### src/rtl/fungen_pkg.sv
// fungen_pkg: shared constants and types for the function-generator front end.
//   FRAME_BITS  - bits per SPI command frame
//   CMD_W       - command byte width (first byte on the wire)
//   PAYLOAD_W   - payload width (remaining three bytes)
//   spi_state_t - SPI frame receiver states
package fungen_pkg;

    localparam int FRAME_BITS = 32;
    localparam int CMD_W      = 8;
    localparam int PAYLOAD_W  = 24;

    // IDLE : chip select high
    // SHIFT: chip select low, fewer than FRAME_BITS bits received
    // FULL : a complete frame has been received, further SCK edges ignored
    typedef enum logic [1:0] {
        IDLE  = 2'd0,
        SHIFT = 2'd1,
        FULL  = 2'd2
    } spi_state_t;

endpackage

### src/rtl/sync_edge.sv
// sync_edge: multi-flop synchronizer for one asynchronous input followed by an
// edge-detect register. Rising and falling edges are reported as registered
// single-cycle pulses, SYNC_STAGES+1 cycles after the pin changes.
//
// Ports:
//   clk_i  - sampling clock
//   rst_i  - synchronous active-high reset (chain and pulses cleared to 0)
//   d_i    - asynchronous input
//   rise_o - one-cycle pulse on a 0->1 transition
//   fall_o - one-cycle pulse on a 1->0 transition
//
// SYNC_STAGES must be at least 2.
module sync_edge #(
    parameter int SYNC_STAGES = 2
) (
    input  logic clk_i,
    input  logic rst_i,
    input  logic d_i,
    output logic rise_o,
    output logic fall_o
);

    logic [SYNC_STAGES-1:0] sync_q;
    logic                   prev_q;
    logic                   rise_q;
    logic                   fall_q;

    // The chain resets to 0 so that an input already low at reset release
    // never produces a fall pulse: a frame in flight at reset is not resumed.
    always_ff @(posedge clk_i) begin
        if (rst_i) begin
            sync_q <= '0;
            prev_q <= 1'b0;
            rise_q <= 1'b0;
            fall_q <= 1'b0;
        end else begin
            sync_q <= {sync_q[SYNC_STAGES-2:0], d_i};
            prev_q <= sync_q[SYNC_STAGES-1];
            rise_q <= sync_q[SYNC_STAGES-1] & ~prev_q;
            fall_q <= ~sync_q[SYNC_STAGES-1] & prev_q;
        end
    end

    assign rise_o = rise_q;
    assign fall_o = fall_q;

endmodule

### src/rtl/spi_frame_slave.sv
// spi_frame_slave: SPI mode-0 slave front end. Oversamples SCK/MOSI/CS in the
// sys_clk_i domain, assembles one FRAME_BITS command frame per chip-select
// window and strobes it out as command byte + payload. Optionally shifts a
// status word back on MISO during the same window.
//
// Ports:
//   sys_clk_i     - system clock (only clock)
//   sys_rst_i     - synchronous active-high reset
//   int_clk_i     - SPI SCK (asynchronous)
//   int_mosi_i    - SPI data in, MSB first
//   int_cs_i      - SPI chip select, active low
//   int_miso_o    - SPI data out, MSB first
//   status_i      - readback word, latched at frame start
//   frame_cmd_o   - first byte of the last complete frame
//   frame_data_o  - remaining bytes of the last complete frame
//   frame_valid_o - one-cycle strobe when a complete frame is received
//   frame_err_o   - one-cycle strobe when a partial frame is aborted
//
// Strobe semantics: frame_valid_o / frame_err_o are single-cycle pulses with
// no back-pressure; frame_cmd_o/frame_data_o are valid in the pulse cycle and
// hold until the next complete frame.
//
// Build option: define SPI_MISO_READBACK_EN to build the MISO transmit path;
// without it int_miso_o is tied to 0 and status_i is ignored.
module spi_frame_slave
    import fungen_pkg::*;
#(
    parameter int SYNC_STAGES = 2,
    parameter int FRAME_BITS  = fungen_pkg::FRAME_BITS
) (
    input  logic                  sys_clk_i,
    input  logic                  sys_rst_i,
    input  logic                  int_clk_i,
    input  logic                  int_mosi_i,
    input  logic                  int_cs_i,
    output logic                  int_miso_o,
    input  logic [FRAME_BITS-1:0] status_i,
    output logic [CMD_W-1:0]      frame_cmd_o,
    output logic [PAYLOAD_W-1:0]  frame_data_o,
    output logic                  frame_valid_o,
    output logic                  frame_err_o
);

    localparam int                CNT_W    = $clog2(FRAME_BITS + 1);
    localparam logic [CNT_W-1:0]  CNT_FULL = CNT_W'(FRAME_BITS);

    logic sck_rise;
    logic sck_fall;
    logic cs_rise;
    logic cs_fall;

    sync_edge #(.SYNC_STAGES(SYNC_STAGES)) u_sck_sync (
        .clk_i  (sys_clk_i),
        .rst_i  (sys_rst_i),
        .d_i    (int_clk_i),
        .rise_o (sck_rise),
        .fall_o (sck_fall)
    );

    sync_edge #(.SYNC_STAGES(SYNC_STAGES)) u_cs_sync (
        .clk_i  (sys_clk_i),
        .rst_i  (sys_rst_i),
        .d_i    (int_cs_i),
        .rise_o (cs_rise),
        .fall_o (cs_fall)
    );

    // MOSI gets one extra flop beyond the sync chain so it lines up with the
    // registered SCK-rise pulse: the bit shifted in is the one at the pin edge.
    logic [SYNC_STAGES:0] mosi_q;
    logic                 mosi_s;

    always_ff @(posedge sys_clk_i) begin
        if (sys_rst_i) begin
            mosi_q <= '0;
        end else begin
            mosi_q <= {mosi_q[SYNC_STAGES-1:0], int_mosi_i};
        end
    end

    assign mosi_s = mosi_q[SYNC_STAGES];

    spi_state_t             state_q;
    logic [CNT_W-1:0]       cnt_q;
    logic [CNT_W-1:0]       cnt_d;
    logic [FRAME_BITS-1:0]  rx_q;
    logic [FRAME_BITS-1:0]  rx_d;
    logic [CMD_W-1:0]       cmd_q;
    logic [PAYLOAD_W-1:0]   data_q;
    logic                   valid_q;
    logic                   err_q;

    assign rx_d  = {rx_q[FRAME_BITS-2:0], mosi_s};
    assign cnt_d = cnt_q + 1'b1;

    // CS rise has priority over everything, so an SCK rise seen in the same
    // cycle is discarded.
    always_ff @(posedge sys_clk_i) begin
        if (sys_rst_i) begin
            state_q <= IDLE;
            cnt_q   <= '0;
            rx_q    <= '0;
            cmd_q   <= '0;
            data_q  <= '0;
            valid_q <= 1'b0;
            err_q   <= 1'b0;
        end else begin
            valid_q <= 1'b0;
            err_q   <= 1'b0;
            if (cs_rise) begin
                state_q <= IDLE;
                if (cnt_q != '0 && cnt_q != CNT_FULL) begin
                    err_q <= 1'b1;
                end
            end else if (cs_fall) begin
                state_q <= SHIFT;
                cnt_q   <= '0;
                rx_q    <= '0;
            end else if (state_q == SHIFT && sck_rise) begin
                rx_q  <= rx_d;
                cnt_q <= cnt_d;
                if (cnt_d == CNT_FULL) begin
                    state_q <= FULL;
                    cmd_q   <= rx_d[FRAME_BITS-1 -: CMD_W];
                    data_q  <= rx_d[PAYLOAD_W-1:0];
                    valid_q <= 1'b1;
                end
            end
        end
    end

    assign frame_cmd_o   = cmd_q;
    assign frame_data_o  = data_q;
    assign frame_valid_o = valid_q;
    assign frame_err_o   = err_q;

`ifdef SPI_MISO_READBACK_EN
    // Transmit register: loaded at frame start, shifted on SCK fall so the
    // next bit is settled long before the master samples on SCK rise.
    // Cleared on CS rise so MISO idles low.
    logic [FRAME_BITS-1:0] tx_q;

    always_ff @(posedge sys_clk_i) begin
        if (sys_rst_i) begin
            tx_q <= '0;
        end else if (cs_rise) begin
            tx_q <= '0;
        end else if (cs_fall) begin
            tx_q <= status_i;
        end else if (state_q == SHIFT && sck_fall) begin
            tx_q <= {tx_q[FRAME_BITS-2:0], 1'b0};
        end
    end

    assign int_miso_o = tx_q[FRAME_BITS-1];

    logic unused_sinks;
    assign unused_sinks = rx_q[FRAME_BITS-1];
`else
    assign int_miso_o = 1'b0;

    logic unused_sinks;
    assign unused_sinks = ^{status_i, sck_fall, rx_q[FRAME_BITS-1]};
`endif

endmodule

### config.mk
export PLATFORM = sky130hd
export DESIGN_NAME = spi_frame_slave
export DESIGN_NICKNAME = d
export VERILOG_FILES = /design/src/rtl/fungen_pkg.sv /design/src/rtl/sync_edge.sv /design/src/rtl/spi_frame_slave.sv
export SDC_FILE = /design/constraint.sdc
export NUM_CORES = 1
export LEC_CHECK = 0
export CORE_MARGIN = 5
export CORE_UTILIZATION = 50
export DETAILED_ROUTE_END_ITERATION = 8
export PLACE_DENSITY = 0.88
export SYNTH_ARGS = -nofsm -noshare
export SYNTH_HDL_FRONTEND = slang
export SYNTH_SLANG_ARGS = --single-unit
### constraint.sdc
create_clock -name sys_clk_i -period 2.4 [get_ports sys_clk_i]
set_clock_uncertainty 0.15 [all_clocks]
set_input_delay 0.36 -clock sys_clk_i [delete_from_list [all_inputs] [get_ports sys_clk_i]]
set_output_delay 0.36 -clock sys_clk_i [all_outputs]
set_load 0.005 [all_outputs]
==> metrics list <==
- Type of the setup path with the least slack: reg2reg
- Setup slack at placement: 0.407 ns
- Weighted congestion at the end of routability-driven global placement: 0.723
- For the worst-skew pair, the clock arrives at the later sink with an insertion delay of 0.35 ns.
- Summing every instance area after synthesis gives 3220 sq um.
- Synth cell types: 41
* Number of flops mapped to enable cells by yosys: 0
- Final count of hold timing violations: 0
- Measured against its own limit, the worst slew margin works out to 0.537.
- The number of antenna violations at the first check in global routing came to 0.
* Async set-or-reset flop fraction in the synthesized netlist: 0
- The number of clock buffers added by TritonCTS is 9.
- Dividing total power by cell area gives a power density of 630 nW/um^2.
- Worst setup slack for register-to-register paths: 0.37 ns
- Data on the critical path is required at its endpoint by 2.54 ns.
- Vias in the first global route: 2,490
- The number of max-slew violations in the final report was 0.
* Hold Startpoint: u_sck_sync.prev_q
* Period utilization: 0.848
- Summed over all layers, the routed wires come to 6.68 mm.
- The run finished with clean final reports.
- Synthesis inferred 85 register bits.
- Sequential area share after synthesis: 0.529
- Basic-gate share of the synthesized area counting and, or, nand and nor cells: 0.164
- Arr. time, crit path: 2.17 ns
* Number of nets in the layout: 401
- Area of the die: 8140 sq um
* Setup TNS after final layout: 0 ns
- Top_reg_cell synth: dfxtp_1
- By area the synthesized netlist is led by dfxtp_1, a22oi_1, nand4_1.
- In this run the critical register-to-register path is launched from cnt_q[3].
- Across all layers, the routed design uses 2,619 vias.
- After clock tree synthesis, the flow added hold-fix buffers numbering 0.
- Commonest cells post-synth: dfxtp_1, a21oi_1, nor2_1
* First-pass GRT wire length: 11.7 mm
* Top-count cell post-synth: dfxtp_1
- In the routed design, unresolved DRC markers number 0.
- Worst Setup Slack, final: 0.365 ns
* Clock-pin slew on the worst setup and hold paths: 0.08 ns
- Fraction of post-synthesis cell area in the top cell type by area: 0.529
- Summed over all instances, the cell type with the most area after synthesis is dfxtp_1.
* Proportion of synthesized area in mux cells: 0.0148
- Of the total synthesized cell area, the portion taken by full adders, half adders and majority gates is 0.00777.
- Hold crit path type: reg2reg
- For the finished layout, the period the worst path requires is 2.03 ns.
* Die outline height: 90.2 um
- The worst register-to-register path ends at frame_data_o[13].
- Reg2Reg Depth: 5
- Vias/cell: 5.90
- Gates resized, CTS repair: 0
* Endpoint kind of the worst setup timing path: register
* Post-CTS setup buffer count: 0
- Overall global routing resource usage: 0.171
* Detail Route Antenna Nets: 0
- Area fraction in compound gates after synthesis: 0.208
* Maximum clock rate: 492 MHz
* Antenna Diode Count: 0
- Slew at the pin with the worst max-slew slack: 0.693 ns
- The initial utilization of the core area, before any placement, comes to 0.510.
- Number of buffers on the longest clock path: 2
- The worst hold path terminates at u_sck_sync.rise_o.
- Number of maximum-capacitance constraint violations: 0
- Mapped Cells: 338
- In the final routed layout, each cell accounts on average for 15.0 um.
- Worst-path fanout max: 18
* Worst Hold Path Cells: 1
* H-tree level count: 3
- Entering global routing, the biggest net connects 35 pins.
- For this run, the share of the core covered by cells in the final layout is 0.592.
* Fraction of layout cells with a size suffix above 1: 0.0872
- Min Hold Slack: 0.237 ns
- Of the total synthesized cell area, the portion taken by XOR and XNOR cells is 0.
- The initialized floorplan defines 29 standard-cell rows.
- Max rail drop VDD: 0.371 mV
- A synthesized cell averages 9.52 sq um.
- Buffers on Ports: 38
- Clock tree from TritonCTS: done
- Setup repair after global routing missed its margin: no
* Top Ports: 72
- The analysis attributes to cell leakage a power of 1.25 nW.
* Number of warning messages in the yosys log: 0
* Die boundary width: 90.2 um
- When the netlist entered floorplanning its net count stood at 377.
* Leftover overflow at the end of global routing: 0
- The detailed router finished its first iteration with 202 violations.
- The tree built by TritonCTS fans out to 85 sinks.
* Placed wire-length estimate after detailed placement: 4.18 mm
- Final setup fails: 0
* Placeable core region: 6310 sq um
- Critical path launch point type: register
* Clock tree root driver cell: clkbuf_8
- For this run, the detailed router's first-pass iteration total came to 4.
* Area added between synthesis and finish: 16.1%
* Combinational family with the most area after synthesis: compound AO/OA/AOI/OAI gates
per-layer routing:
layer / part of all wire / up-vias / GRT usage / wire length (um)
met5: 0 / - / 0 / 0
met1: 0.43 / 1238 / 0.216 / 2890
li1: - / 1280 / - / -
met3: 0.060 / 17 / 0.0434 / 399
met2: 0.48 / 84 / 0.268 / 3210
met4: 0.027 / 0 / 0.0893 / 182
stage by stage:
stage                     cell area (sq um)  cells  power, mW
after detailed placement               3570    428       1.50
final                                  3740    444       2.35
after global routing                   3740    444       2.45
after floorplan                        3220    338       1.49
after CTS                              3740    444       2.37
after global placement                 3570    428       1.50
report_power, final:
group          internal (mW)  switching [mW]
Clock                  0.402           0.480
Sequential              1.42         0.00349
Combinational         0.0176          0.0337
worst max-delay path, stage by stage, from the launching register on:
cell and delay [ns]:
dfxtp_1 0.51, nand4_1 0.22, mux2i_4 0.52, buf_4 0.29
nand4_1 0.13, a21oi_1 0.16
how the worst max path moves through the flow:
stage               cells after the start                to     start
floorplan                               6          cnt_q[4]  cnt_q[0]
global placement                        5  frame_data_o[20]  cnt_q[3]
detailed placement                      5  frame_data_o[13]  cnt_q[3]
CTS                                     5  frame_data_o[13]  cnt_q[3]
global route                            5  frame_data_o[16]  cnt_q[3]
finish                                  5  frame_data_o[13]  cnt_q[3]
cell families after synthesis:
family / count (synthesis)
other: 1
buffers and inverters: 39
AND/OR/NAND/NOR: 97
adder cells (fa/ha/maj): 2
multiplexers: 3
AO/OA/AOI/OAI: 111
flip-flops: 85
layout make-up:
cell class	count	area [sq um]
Clock buffer	12	145
Tap cell	77	96.3
Inverter	3	11.3
Fill cell	556	2580
Multi-Input combinational cell	214	1270
Sequential cell	85	1700
Timing Repair Buffer	49	483
Clock inverter	4	23.8
flip-flops by register name, summed over array words and instances (netlist names), 2 cells and up:
name and flops:
rx_q 31, frame_data_o 24, frame_cmd_o 8, cnt_q 6, mosi_q 3, state_q 2, u_cs_sync.sync_q 2, u_sck_sync.sync_q 2
cells in the final DEF (no fill, tap or decap), types with 9 or more instances in the layout:
master	instances
a21oi_1	37
a22oi_1	32
buf_4	9
clkbuf_8	10
clkdlybuf4s50_1	37
dfxtp_1	85
nand4_1	34
nor2_1	35
nor2b_1	11
o21ai_1	30
(Power assumes the default switching activity.)
